--- config.mk ---
export PLATFORM = sky130hd
export DESIGN_NAME = jk_latch_driver
export DESIGN_NICKNAME = d
export VERILOG_FILES = /design/src/rtl/jk_pkg.sv /design/src/rtl/jk_cmd_fifo.sv /design/src/rtl/jk_latch_driver.sv
export SDC_FILE = /design/constraint.sdc
export NUM_CORES = 1
export LEC_CHECK = 0
export ABC_AREA = 1
export CAP_MARGIN = 20
export CORE_MARGIN = 10
export CORE_UTILIZATION = 50
export CTS_CLUSTER_SIZE = 14
export DETAILED_ROUTE_END_ITERATION = 12
export GPL_ROUTABILITY_DRIVEN = 0
export HOLD_SLACK_MARGIN = 0.05
export PLACE_DENSITY = 0.75
export SLEW_MARGIN = 20
export SYNTH_ARGS = -nofsm -noshare
export SYNTH_HDL_FRONTEND = slang
export SYNTH_SLANG_ARGS = --single-unit
export TNS_END_PERCENT = 100
--- constraint.sdc ---
create_clock -name clk -period 4.7 [get_ports clk]
set_input_delay 0.705 -clock clk [delete_from_list [all_inputs] [get_ports clk]]
set_output_delay 0.705 -clock clk [all_outputs]
set_load 0.03 [all_outputs]
--- src/rtl/jk_pkg.sv ---
// Shared op codes, FSM encoding and helpers for the JK latch driver.
package jk_pkg;

  localparam int unsigned OP_W  = 2;
  localparam int unsigned CNT_W = 4;

  localparam logic [OP_W-1:0] OP_HOLD = 2'b00;
  localparam logic [OP_W-1:0] OP_RST  = 2'b01;
  localparam logic [OP_W-1:0] OP_SET  = 2'b10;
  localparam logic [OP_W-1:0] OP_TGL  = 2'b11;

  typedef enum logic [1:0] {
    ST_IDLE  = 2'd0,
    ST_SETUP = 2'd1,
    ST_PULSE = 2'd2,
    ST_HOLD  = 2'd3
  } state_t;

  typedef struct packed {
    logic j;
    logic k;
  } jk_drive_t;

  // Toggle becomes an explicit set or reset so J=K=1 is never driven.
  function automatic jk_drive_t resolve_op(input logic [OP_W-1:0] op, input logic q);
    jk_drive_t d;
    d = '{j: op[1], k: op[0]};
    if (op == OP_TGL) d = '{j: ~q, k: q};
    return d;
  endfunction

endpackage

--- src/rtl/jk_cmd_fifo.sv ---
// Synchronous command FIFO with registered occupancy count; no bypass path.
module jk_cmd_fifo #(
  parameter int unsigned DEPTH  = 4,
  parameter int unsigned DATA_W = 2
) (
  input  logic                      clk,
  input  logic                      rst_n,
  input  logic                      i_push,
  input  logic [DATA_W-1:0]         i_data,
  input  logic                      i_pop,
  output logic [DATA_W-1:0]         o_data_c,
  output logic                      o_full_c,
  output logic                      o_empty_c,
  output logic [$clog2(DEPTH):0]    o_count
);

  localparam int unsigned PTR_W  = $clog2(DEPTH);
  localparam int unsigned FCNT_W = PTR_W + 1;

  logic [DATA_W-1:0] r_mem [DEPTH];
  logic [PTR_W-1:0]  r_wr_ptr;
  logic [PTR_W-1:0]  r_rd_ptr;
  logic [FCNT_W-1:0] r_count;
  logic              w_do_push;
  logic              w_do_pop;

  assign o_full_c  = (r_count == FCNT_W'(DEPTH));
  assign o_empty_c = (r_count == '0);
  assign o_data_c  = r_mem[r_rd_ptr];
  assign o_count   = r_count;
  assign w_do_push = i_push && !o_full_c;
  assign w_do_pop  = i_pop && !o_empty_c;

  always_ff @(posedge clk) begin
    if (w_do_push) r_mem[r_wr_ptr] <= i_data;
  end

  // Pointers wrap naturally because DEPTH is a power of two.
  always_ff @(posedge clk or negedge rst_n) begin
    if (!rst_n) begin
      r_wr_ptr <= '0;
      r_rd_ptr <= '0;
      r_count  <= '0;
    end else begin
      if (w_do_push) r_wr_ptr <= r_wr_ptr + PTR_W'(1);
      if (w_do_pop)  r_rd_ptr <= r_rd_ptr + PTR_W'(1);
      case ({w_do_push, w_do_pop})
        2'b10:   r_count <= r_count + FCNT_W'(1);
        2'b01:   r_count <= r_count - FCNT_W'(1);
        default: r_count <= r_count;
      endcase
    end
  end

endmodule

--- src/rtl/jk_latch_driver.sv ---
// Drives J/K/En of a level-sensitive JK latch from queued commands with
// setup/pulse/hold framing and a tracked model of the latch state.
module jk_latch_driver
  import jk_pkg::*;
#(
  parameter int unsigned SETUP_CYC  = 1,
  parameter int unsigned PULSE_CYC  = 1,
  parameter int unsigned HOLD_CYC   = 1,
  parameter int unsigned FIFO_DEPTH = 4
) (
  input  logic                          clk,
  input  logic                          rst_n,
  input  logic                          cmd_valid,
  output logic                          cmd_ready,
  input  logic [1:0]                    cmd_op,
  output logic                          J,
  output logic                          K,
  output logic                          En,
  output logic                          q_model,
  output logic                          busy,
  output logic                          op_done,
  output logic [$clog2(FIFO_DEPTH):0]   fifo_count
);

  state_t            r_state, w_state_nxt;
  logic [CNT_W-1:0]  r_cnt, w_cnt_nxt;
  logic              r_j, r_k, r_en, r_q, r_done;
  logic              w_j_nxt, w_k_nxt, w_en_nxt, w_q_nxt, w_done_nxt;
  logic              w_pop;
  logic [OP_W-1:0]   w_head_c;
  logic              w_full_c, w_empty_c;
  jk_drive_t         w_drv;

  jk_cmd_fifo #(
    .DEPTH  (FIFO_DEPTH),
    .DATA_W (OP_W)
  ) u_fifo (
    .clk       (clk),
    .rst_n     (rst_n),
    .i_push    (cmd_valid),
    .i_data    (cmd_op),
    .i_pop     (w_pop),
    .o_data_c  (w_head_c),
    .o_full_c  (w_full_c),
    .o_empty_c (w_empty_c),
    .o_count   (fifo_count)
  );

  assign w_drv     = resolve_op(w_head_c, r_q);
  assign cmd_ready = !w_full_c;
  assign busy      = (r_state != ST_IDLE) || !w_empty_c;
  assign J         = r_j;
  assign K         = r_k;
  assign En        = r_en;
  assign q_model   = r_q;
  assign op_done   = r_done;

  // State register and registered latch-facing outputs.
  always_ff @(posedge clk or negedge rst_n) begin
    if (!rst_n) begin
      r_state <= ST_IDLE;
      r_cnt   <= '0;
      r_j     <= 1'b0;
      r_k     <= 1'b0;
      r_en    <= 1'b0;
      r_q     <= 1'b0;
      r_done  <= 1'b0;
    end else begin
      r_state <= w_state_nxt;
      r_cnt   <= w_cnt_nxt;
      r_j     <= w_j_nxt;
      r_k     <= w_k_nxt;
      r_en    <= w_en_nxt;
      r_q     <= w_q_nxt;
      r_done  <= w_done_nxt;
    end
  end

  always_comb begin
    w_state_nxt = r_state;
    w_cnt_nxt   = r_cnt;
    w_j_nxt     = r_j;
    w_k_nxt     = r_k;
    w_en_nxt    = r_en;
    w_q_nxt     = r_q;
    w_pop       = 1'b0;
    unique case (r_state)
      ST_IDLE: begin
        // Hold ops are consumed here without framing a pulse.
        if (!w_empty_c) begin
          w_pop = 1'b1;
          if (w_head_c != OP_HOLD) begin
            w_j_nxt     = w_drv.j;
            w_k_nxt     = w_drv.k;
            w_state_nxt = ST_SETUP;
            w_cnt_nxt   = CNT_W'(SETUP_CYC - 1);
          end
        end
      end
      ST_SETUP: begin
        if (r_cnt == '0) begin
          w_state_nxt = ST_PULSE;
          w_en_nxt    = 1'b1;
          w_cnt_nxt   = CNT_W'(PULSE_CYC - 1);
        end else begin
          w_cnt_nxt = r_cnt - CNT_W'(1);
        end
      end
      ST_PULSE: begin
        if (r_cnt == '0) begin
          w_state_nxt = ST_HOLD;
          w_en_nxt    = 1'b0;
          w_cnt_nxt   = CNT_W'(HOLD_CYC - 1);
          w_q_nxt     = r_j;
        end else begin
          w_cnt_nxt = r_cnt - CNT_W'(1);
        end
      end
      ST_HOLD: begin
        if (r_cnt == '0) begin
          w_state_nxt = ST_IDLE;
          w_j_nxt     = 1'b0;
          w_k_nxt     = 1'b0;
        end else begin
          w_cnt_nxt = r_cnt - CNT_W'(1);
        end
      end
      default: w_state_nxt = ST_IDLE;
    endcase
    // Registered pulse lands on the final HOLD cycle.
    w_done_nxt = (w_state_nxt == ST_HOLD) && (w_cnt_nxt == '0);
  end

endmodule

# == After elaboration in Yosys (flattened, before gate mapping) ==
# Memory sizes are Yosys's and may differ from the RTL's.
# Cells that the tools add are included.
# classes
n_eq_ne,13
reduce_logical,19
bitwise,1
muxes,26
n_addsub,5
# op_table
op,count
$mux W4,4
$mux W2,6
$pmux W4 S3,1
$eq A2 B2 Y1 const B,5
$mux W1,10
$ne A2 B2 Y1 const B,5
$reduce_bool A2 Y1,5
$logic_not A4 Y1,2
$pmux W2 S4,1
$pmux W1 S2,3
$pmux W3 S2,1
$add A2 B1 Y2 const B,2
$eq A2 B1 Y1 const B,2
$reduce_and A4 Y1,1
$sub A4 B1 Y4 const B,1
$add A3 B1 Y3 const B,1
$eq A3 B3 Y1 const B,1
$logic_and A1 B1 Y1,3
$logic_not A3 Y1,1
$reduce_and A3 Y1,1
$sub A3 B1 Y3 const B,1
$logic_not A1 Y1,2
$logic_not A2 Y1,1
$reduce_and A2 Y1,1
other kinds (3),3
# word_totals
elab_cells,75
output_inout_bits,10
mem_bits_rw,8
reg_bits,18
n_memories,1
# memory_table
memory,words,width,read_ports,rd_ports_with_merged_regs,wr,line,rtl
u_fifo.r_mem,4,2,1,0,1,jk_cmd_fifo.sv:20,logic [DATA_W-1:0] r_mem [DEPTH];

# == Logic depth before layout (Yosys ltp) ==
# An unclocked memory read counts as a cell.
# logic_depth
word_depth,7
mapped_depth,13
mapped_depth_nobuf,12

# == By module ==
# Synthesis repeated with hierarchy kept, for this count alone.
# hier_totals
cells_unflattened,183
area_unflattened_um2,1522.7
# modules_own_cells
module,n_inst,cells_each,area_each_um2,seq_area_each_um2
jk_cmd_fifo,1,84,794.5,415.4
jk_latch_driver,1,99,728.2,275.3

# == Least setup slack after synthesis ==
# Ideal clock, no wire load.
# synth_path
path_kind,reg-to-reg
from,register u_fifo.r_count[0] (netlist: u_fifo.o_count[0])
to,register u_fifo.r_count[2] (netlist: u_fifo.o_count[2])
arrival_time_ns,2.202
synth_period_minus_slack_ns,2.337
path_slack_ns,2.363
t_required_ns,4.565
stages_incl_launch_ff,10
cell_sequence,dfrtp_1 inv_1 nand3_1 nand2_1 ha_1 inv_1 fa_1 a21oi_1 o21ai_0 xnor2_1
# synth_between
elab_cells_between_ends,14
# synth_lines
element,line,rtl
"start, declared",jk_cmd_fifo.sv:23,logic [FCNT_W-1:0] r_count;
"start signal, assigned",jk_cmd_fifo.sv:48,2'b10: r_count <= r_count + FCNT_W'(1);
"start signal, assigned",jk_cmd_fifo.sv:49,2'b01: r_count <= r_count - FCNT_W'(1);
"start signal, assigned",jk_cmd_fifo.sv:50,default: r_count <= r_count;
$eq A3 B3 Y1 *,jk_cmd_fifo.sv:27,assign o_full_c = (r_count == FCNT_W'(DEPTH));
$logic_not A1 Y1 *,n/a,
via cmd_ready,jk_latch_driver.sv:14,"output logic cmd_ready,"
$logic_and A1 B1 Y1 *,jk_cmd_fifo.sv:31,assign w_do_push = i_push && !o_full_c;
$eq A2 B1 Y1 or $eq A2 B2 Y1 (tied branches),jk_cmd_fifo.sv:47,"case ({w_do_push, w_do_pop})"
$pmux W3 S2 or $reduce_bool A2 Y1 (tied branches),n/a,
# Mark *: on every way through the listed nets, which the timed path passes. The rest lies on a longest branch.
# A chain may end at the register's enable or synchronous reset.

# == Worst setup path in the final report ==
# layout_path
from,register r_state[1]
to,output port busy
# layout_between
elab_chain_len,2
# layout_lines
element,line,rtl
"start, declared",jk_latch_driver.sv:25,"state_t r_state, w_state_nxt;"
"start signal, assigned",jk_latch_driver.sv:69,r_state <= w_state_nxt;
$reduce_bool A2 Y1,jk_latch_driver.sv:51,assign busy = (r_state != ST_IDLE) || !w_empty_c;
$logic_or A1 B1 Y1,jk_latch_driver.sv:51,
"end, declared",jk_latch_driver.sv:20,"output logic busy,"
# Every way passes these cells.

==> flow_summary_export.csv <==
group,metric,value,unit
place,dp_hpwl,2.31,mm
pwr,power.density,663,mW/mm^2
run,drv_cap,0,
cells_and_area,final_nets,205,
die,io_pins,15,
pwr,p_leak,0.833,nW
grt,grt_start_max_net_pins,19,
grt,grt_overflow,0,
setup_path,crit_family,"buffers and inverters",
pwr,swShare,45.1,%
clock_tree,h-tree-depth,1,
setup_path,setup.worst_path.end_class,"output pin",
drt,viasPerCell,5.09,
setup_path,crit_path_start,"r_state[1]",
synth,avgSynthCellArea,8.82,um^2
pwr,irDropWorstVdd,385,uV
cells_and_area,final_cell_mix,"nand2_1, inv_1, dfrtp_1",
timing,finalSetupViolCount,0,
timing,fin_tns_setup,0,ps
timing,skew,7.07,ps
timing,slew_headroom,43.8,%
clock_tree,post_cts_resized,0,
timing,fmax,387,MHz
setup_path,critPathBufInv,2,
clock_tree,cts_buffers,3,
pwr,seq_power_share,32.7,%
timing,hold_viol,0,
cells_and_area,mostFrequentLayoutCell,"nand2_1",
clock_tree,ctsHoldBuffers,0,
setup_path,path_max_fanout,6,
die,num_rows,19,
die,core-area,0.00281,mm^2
cells_and_area,diodes,0,
timing,whs,534,ps
pwr,intPower,0.000624,W
clock_tree,cts_sinks,26,
clock_tree,max-clock-path-buffers,2,
synth,synth_nets,187,
pwr,p_sw,0.000513,W
cells_and_area,area_growth,15.0,%
grt,grt_first_pass_wirelength,5.09,mm
die,die_h,74.6,um
synth,yosys_warnings,0,
grt,grt_usage,11.6,%
clock_tree,root_buffer,"clkbuf_4",
timing,rsz0062_at_grt,"no",
pwr,power.share.combinational,53.7,%
synth,ys_seq_elements,26,
drt,num_vias,1104,
clock_tree,cts_tree,"done",
pwr,pwr-share-clk,13.6,%
hold_path,hp-start,"En",
drt,wl_per_cell,13.4,um
setup_path,start_kind,"flip-flop",
cells_and_area,fin_util,61.1,%
synth,ys_seq_area_share,46.3,%
setup_path,slowest_stage,"clkdlybuf4s50_1",
place,port_buffers,14,
setup_path,crit_chain,"inv_1 -> ha_1 -> nand2_1 -> clkdlybuf4s50_1",
setup_path,r2r_start,"r_state[0]",
cells_and_area,drive_above_1_share,11.3,%
place,dp_cells,213,
grt,grt_pass1_vias,1177,
synth,netlist_area,0.00149,mm^2
setup_path,slowest_delay,670,ps
synth,yosysUniqueCellTypes,25,
clock_tree,cts_setup_buffers,0,
die,die_x,74.6,um
clock_tree,clock_latency,330,ps
drt,wl,2.91,mm
grt,grt_antenna_before_repair,0,
timing,fin_crit_sh,54.9,%
clock_tree,clk_pin_slew,140,ps
setup_path,crit_arrival,1880,ps
status,status,"complete, no violations",
synth,synthCells,169,
die,start_util,53.1,%
die,die_area,0.00556,mm^2
setup_path,cp.required,3990,ps
hold_path,min_path_type,"flip-flop to flip-flop",
setup_path,worst-setup-path-type,"flip-flop to output pin",
timing,slew_viol_final,0,
timing,finalCriticalPeriod,2580,ps
drt,firstDrtPassIters,4,
timing,worst_slew_pin_slew,840,ps
drt,first_iter_violations,76,
cells_and_area,nFillCells,247,
drt,drtAntennaViolNets,0,
cells_and_area,fin_cells,217,
drt,route.detailed.drc,0,
==> path summary, 6_finish.rpt <==
path	to	slack, ps	cells after the start
hold reg to reg	En	530	2
min in group asynchronous	u_fifo.r_rd_ptr[1]	830	1
hold / removal	En	530	2
setup / recovery	busy	2120	4
setup reg to reg	u_fifo.o_count[2]	2310	10
max in group asynchronous	r_state[1]	3340	1
==> area by class of cell <==
type                    count  area, um^2  share of cell area [%]
repair buffers             14         140                    8.18
well taps                  31        38.8                    2.26
clock buffers               3        22.5                    1.31
clock inverters             1        30.0                    1.75
flip-flops and latches     26         691                    40.3
inverters                  31         116                    6.79
multi-input cells         111         676                    39.4
==> per-layer routing <==
layer  GRT usage, %  wire [um]
met4           2.31         20
met5              0          0
met3           3.86        151
met1           13.0       1260
met2           20.9       1480
==> worst min-delay path, stage by stage, from the launching register on <==
cell	delay (ps)
dfrtp_1	380
o21ai_0	90
inv_1	50
==> cells by family (layout without fill, tap and decap cells) <==
family	count (synthesis)	in the layout	share of synthesized area (%)
XOR/XNOR	6	6	3.53
AO/OA/AOI/OAI	15	15	5.46
flip-flops	26	26	46.3
adder cells (fa/ha/maj)	13	13	11.4
AND/OR/NAND/NOR	77	77	24.9
buffers and inverters	32	49	8.31
==> state kept, by name, indices dropped and copies added (netlist names) <==
name	flops
u_fifo.r_wr_ptr	2
K	1
q_model	1
J	1
r_state	2
op_done	1
u_fifo.o_count	3
r_cnt	4
En	1
u_fifo.r_rd_ptr	2
u_fifo.r_mem	8
==> synth_stat cells (all sizes together) <==
cell type / n / share of area, %
o21ai: 9 / 3.0
xnor2: 2 / 1.2
ha: 12 / 10
a21oi: 5 / 1.9
fa: 1 / 1.3
nand2: 47 / 14
nand3: 8 / 3.7
o21bai: 1 / 0.50
or2: 1 / 0.42
nor3: 3 / 1.3
inv: 31 / 7.8
edfxtp: 8 / 16
nand3b: 1 / 0.50
buf: 1 / 0.50
nand4: 1 / 0.42
nor2: 16 / 4.2
dfrtp: 18 / 30
xor2: 4 / 2.4
==> stage by stage <==
stage / cell area, um^2 / total power [W] / setup slack, ps
floorplan: 1490 / 0.000807 / 2360
global placement: 1660 / 0.000951 / 2280
detailed placement: 1660 / 0.000992 / 2110
CTS: 1710 / 0.00115 / 2090
global route: 1710 / 0.00124 / 1980
finish: 1710 / 0.00114 / 2120
==> power by group through the flow <==
| stage | clock network, W | logic (W) | registers, W |
|---|---|---|---|
| finish | 0.000155 | 0.000610 | 0.000371 |
| global route | 0.000168 | 0.000691 | 0.000383 |
| CTS | 0.000160 | 0.000621 | 0.000372 |
| detailed placement | 0 | 0.000615 | 0.000377 |
| global placement | 0 | 0.000580 | 0.000371 |
| floorplan | 0 | 0.000384 | 0.000423 |
No activity file was read; power rests on OpenSTA's default activity.
==> edit: new RTL, same flow settings <==
Change the parameter `HOLD_CYC` from 1 to 0.
--- a/src/rtl/jk_latch_driver.sv
+++ b/src/rtl/jk_latch_driver.sv
@@ -6,5 +6,5 @@
   parameter int unsigned SETUP_CYC  = 1,
   parameter int unsigned PULSE_CYC  = 1,
-  parameter int unsigned HOLD_CYC   = 1,
+  parameter int unsigned HOLD_CYC   = 0,
   parameter int unsigned FIFO_DEPTH = 4
 ) (
Formal check against the unedited RTL: not equivalent (a bounded check fails within 10 cycles, from zero or initial values and one cycle with rst_n low).
==> edit against the original RTL <==
  * Final area is 4.4% lower
  * Total power is 5.3% higher
  * Sequential power is 5.4% higher
  * Setup slack better by 0.038 ns
  * Wire length is 15% lower
  * Largest cell class unchanged
  * Clock skew is 0.0035 ns lower
  * Sequential cell count stayed put
  * Cell count is 6.5% lower
  * Global-route usage is 1.5 points lower
  * Via count is 7.2% lower
  * Critical path depth is 1 lower
  * Area after synthesis is 5.5% lower
==> edit: results (changes against the original RTL) <==
| Metric | Value |
|---|---|
| Worst R2R Setup Slack | 2.57 ns (+0.26 ns) |
| Worst Skew | 0.003543 ns (-0.003531 ns) |
| Multi-input gates | 101 (-9.0%) |
| Routed via count | 1024 (-7.2%) |
| Non-clk buf share | 0.08550 (+0.003744) |
| Final sequential cell count | 26 (unchanged) |
| Total track usage | 0.1014 (-0.01463) |
| Post-synth cell types | 26 (+4.0%) |
| Sequential fraction of the synthesis area | 0.4907 (+0.02719) |
| Final HPWL DP | 1.933 mm (-16%) |
| Met3 Resource Use GR | 0.03946 (+0.0008920) |
| Crit path DAT | 1.84 ns (-0.04 ns) |
| Commonest cells in the netlist | nand2_1 (25), inv_1 (20), dfrtp_1 (18), nor2_1 (15), nand3_1 (10) |
| Status | completed |
| Signal inverters | 27 (-13%) |
| Net Sw Frac | 0.4525 (+0.001162) |
| Vias/cell | 5.044 (-0.85%) |
| Layout cell share with drive strength beyond 1 | 0.1860 (+0.07314) |
| WL met1 | 1.129 mm (-10%) |
| P_leak | 0.7650 nW (-8.2%) |
| DR iter-0 viols | 43 (-43%) |
| Worst-Margin Slew | 0.8486 ns (+0.008515 ns) |
| Clock buf/inv share | 0.03206 (+0.001404) |
| Met2 WL | 1.120 mm (-24%) |
| R2R cell count | 9 (-1) |
| Area contributors post-synth | dfrtp_1 (32%), edfxtp_1 (17%), ha_1 (7.1%) |
| Synth Net Count | 168 (-10%) |
| Worst R2R Start | u_fifo.o_count[1] |
| Met2 Resource Use GR | 0.1585 (-0.05087) |
| Multi-input gate area | 615.6 um^2 (-8.9%) |
| Final #Nets | 187 (-8.8%) |
==> edit: worst max path at each step <==
stage / to / slack (ns) / cells past startpoint
2_1_floorplan: u_fifo.o_count[2] / 2.37 / 9
3_3_place_gp: u_fifo.o_count[2] / 2.27 / 8
3_5_place_dp: u_fifo.o_count[2] / 2.16 / 8
4_1_cts: busy / 2.15 / 3
5_1_grt: busy / 2.01 / 3
6_report: busy / 2.16 / 3
==> edit: logic make-up (layout without fill, tap and decap cells) <==
logic type	after synthesis	after routing	synth area share
buffers and inverters	27	45	0.07200
AOI/OAI and AO/OA	16	16	0.06755
adders and majority gates	9	9	0.08534
and+or+nand+nor	72	72	0.2596
xor gates and xnor gates	4	4	0.02489
DFF	26	26	0.4907
==> edit: power groups by stage <==
stage / Sequential, W / Clock (W) / Combinational (W)
6_report: 0.000391 / 0.000152 / 0.000653
5_1_grt: 0.000404 / 0.000166 / 0.000739
4_1_cts: 0.000391 / 0.000156 / 0.000661
3_5_place_dp: 0.000396 / 0 / 0.000651
3_3_place_gp: 0.000393 / 0 / 0.000629
2_1_floorplan: 0.000441 / 0 / 0.000433
==> edit: stage by stage <==
stage          total power (W)  hold slack [ns]    util  setup slack, ns  instance area, um^2
3_5_place_dp          0.001047           0.4747  0.5803            2.157                 1587
4_1_cts               0.001208           0.5081  0.5995            2.146                 1639
5_1_grt               0.001309           0.5248  0.5995            2.008                 1639
6_report              0.001196           0.4948  0.5995            2.157                 1639
3_3_place_gp          0.001021           0.4567  0.5803            2.268                 1587
2_1_floorplan        0.0008738           0.4094       -            2.367                 1408
==> edit: critical path, stage by stage, from the launching register on <==
cell and delay (ns):
dfrtp_1 0.47, nor2_2 0.24, nand4_1 0.16, clkdlybuf4s50_1 0.64
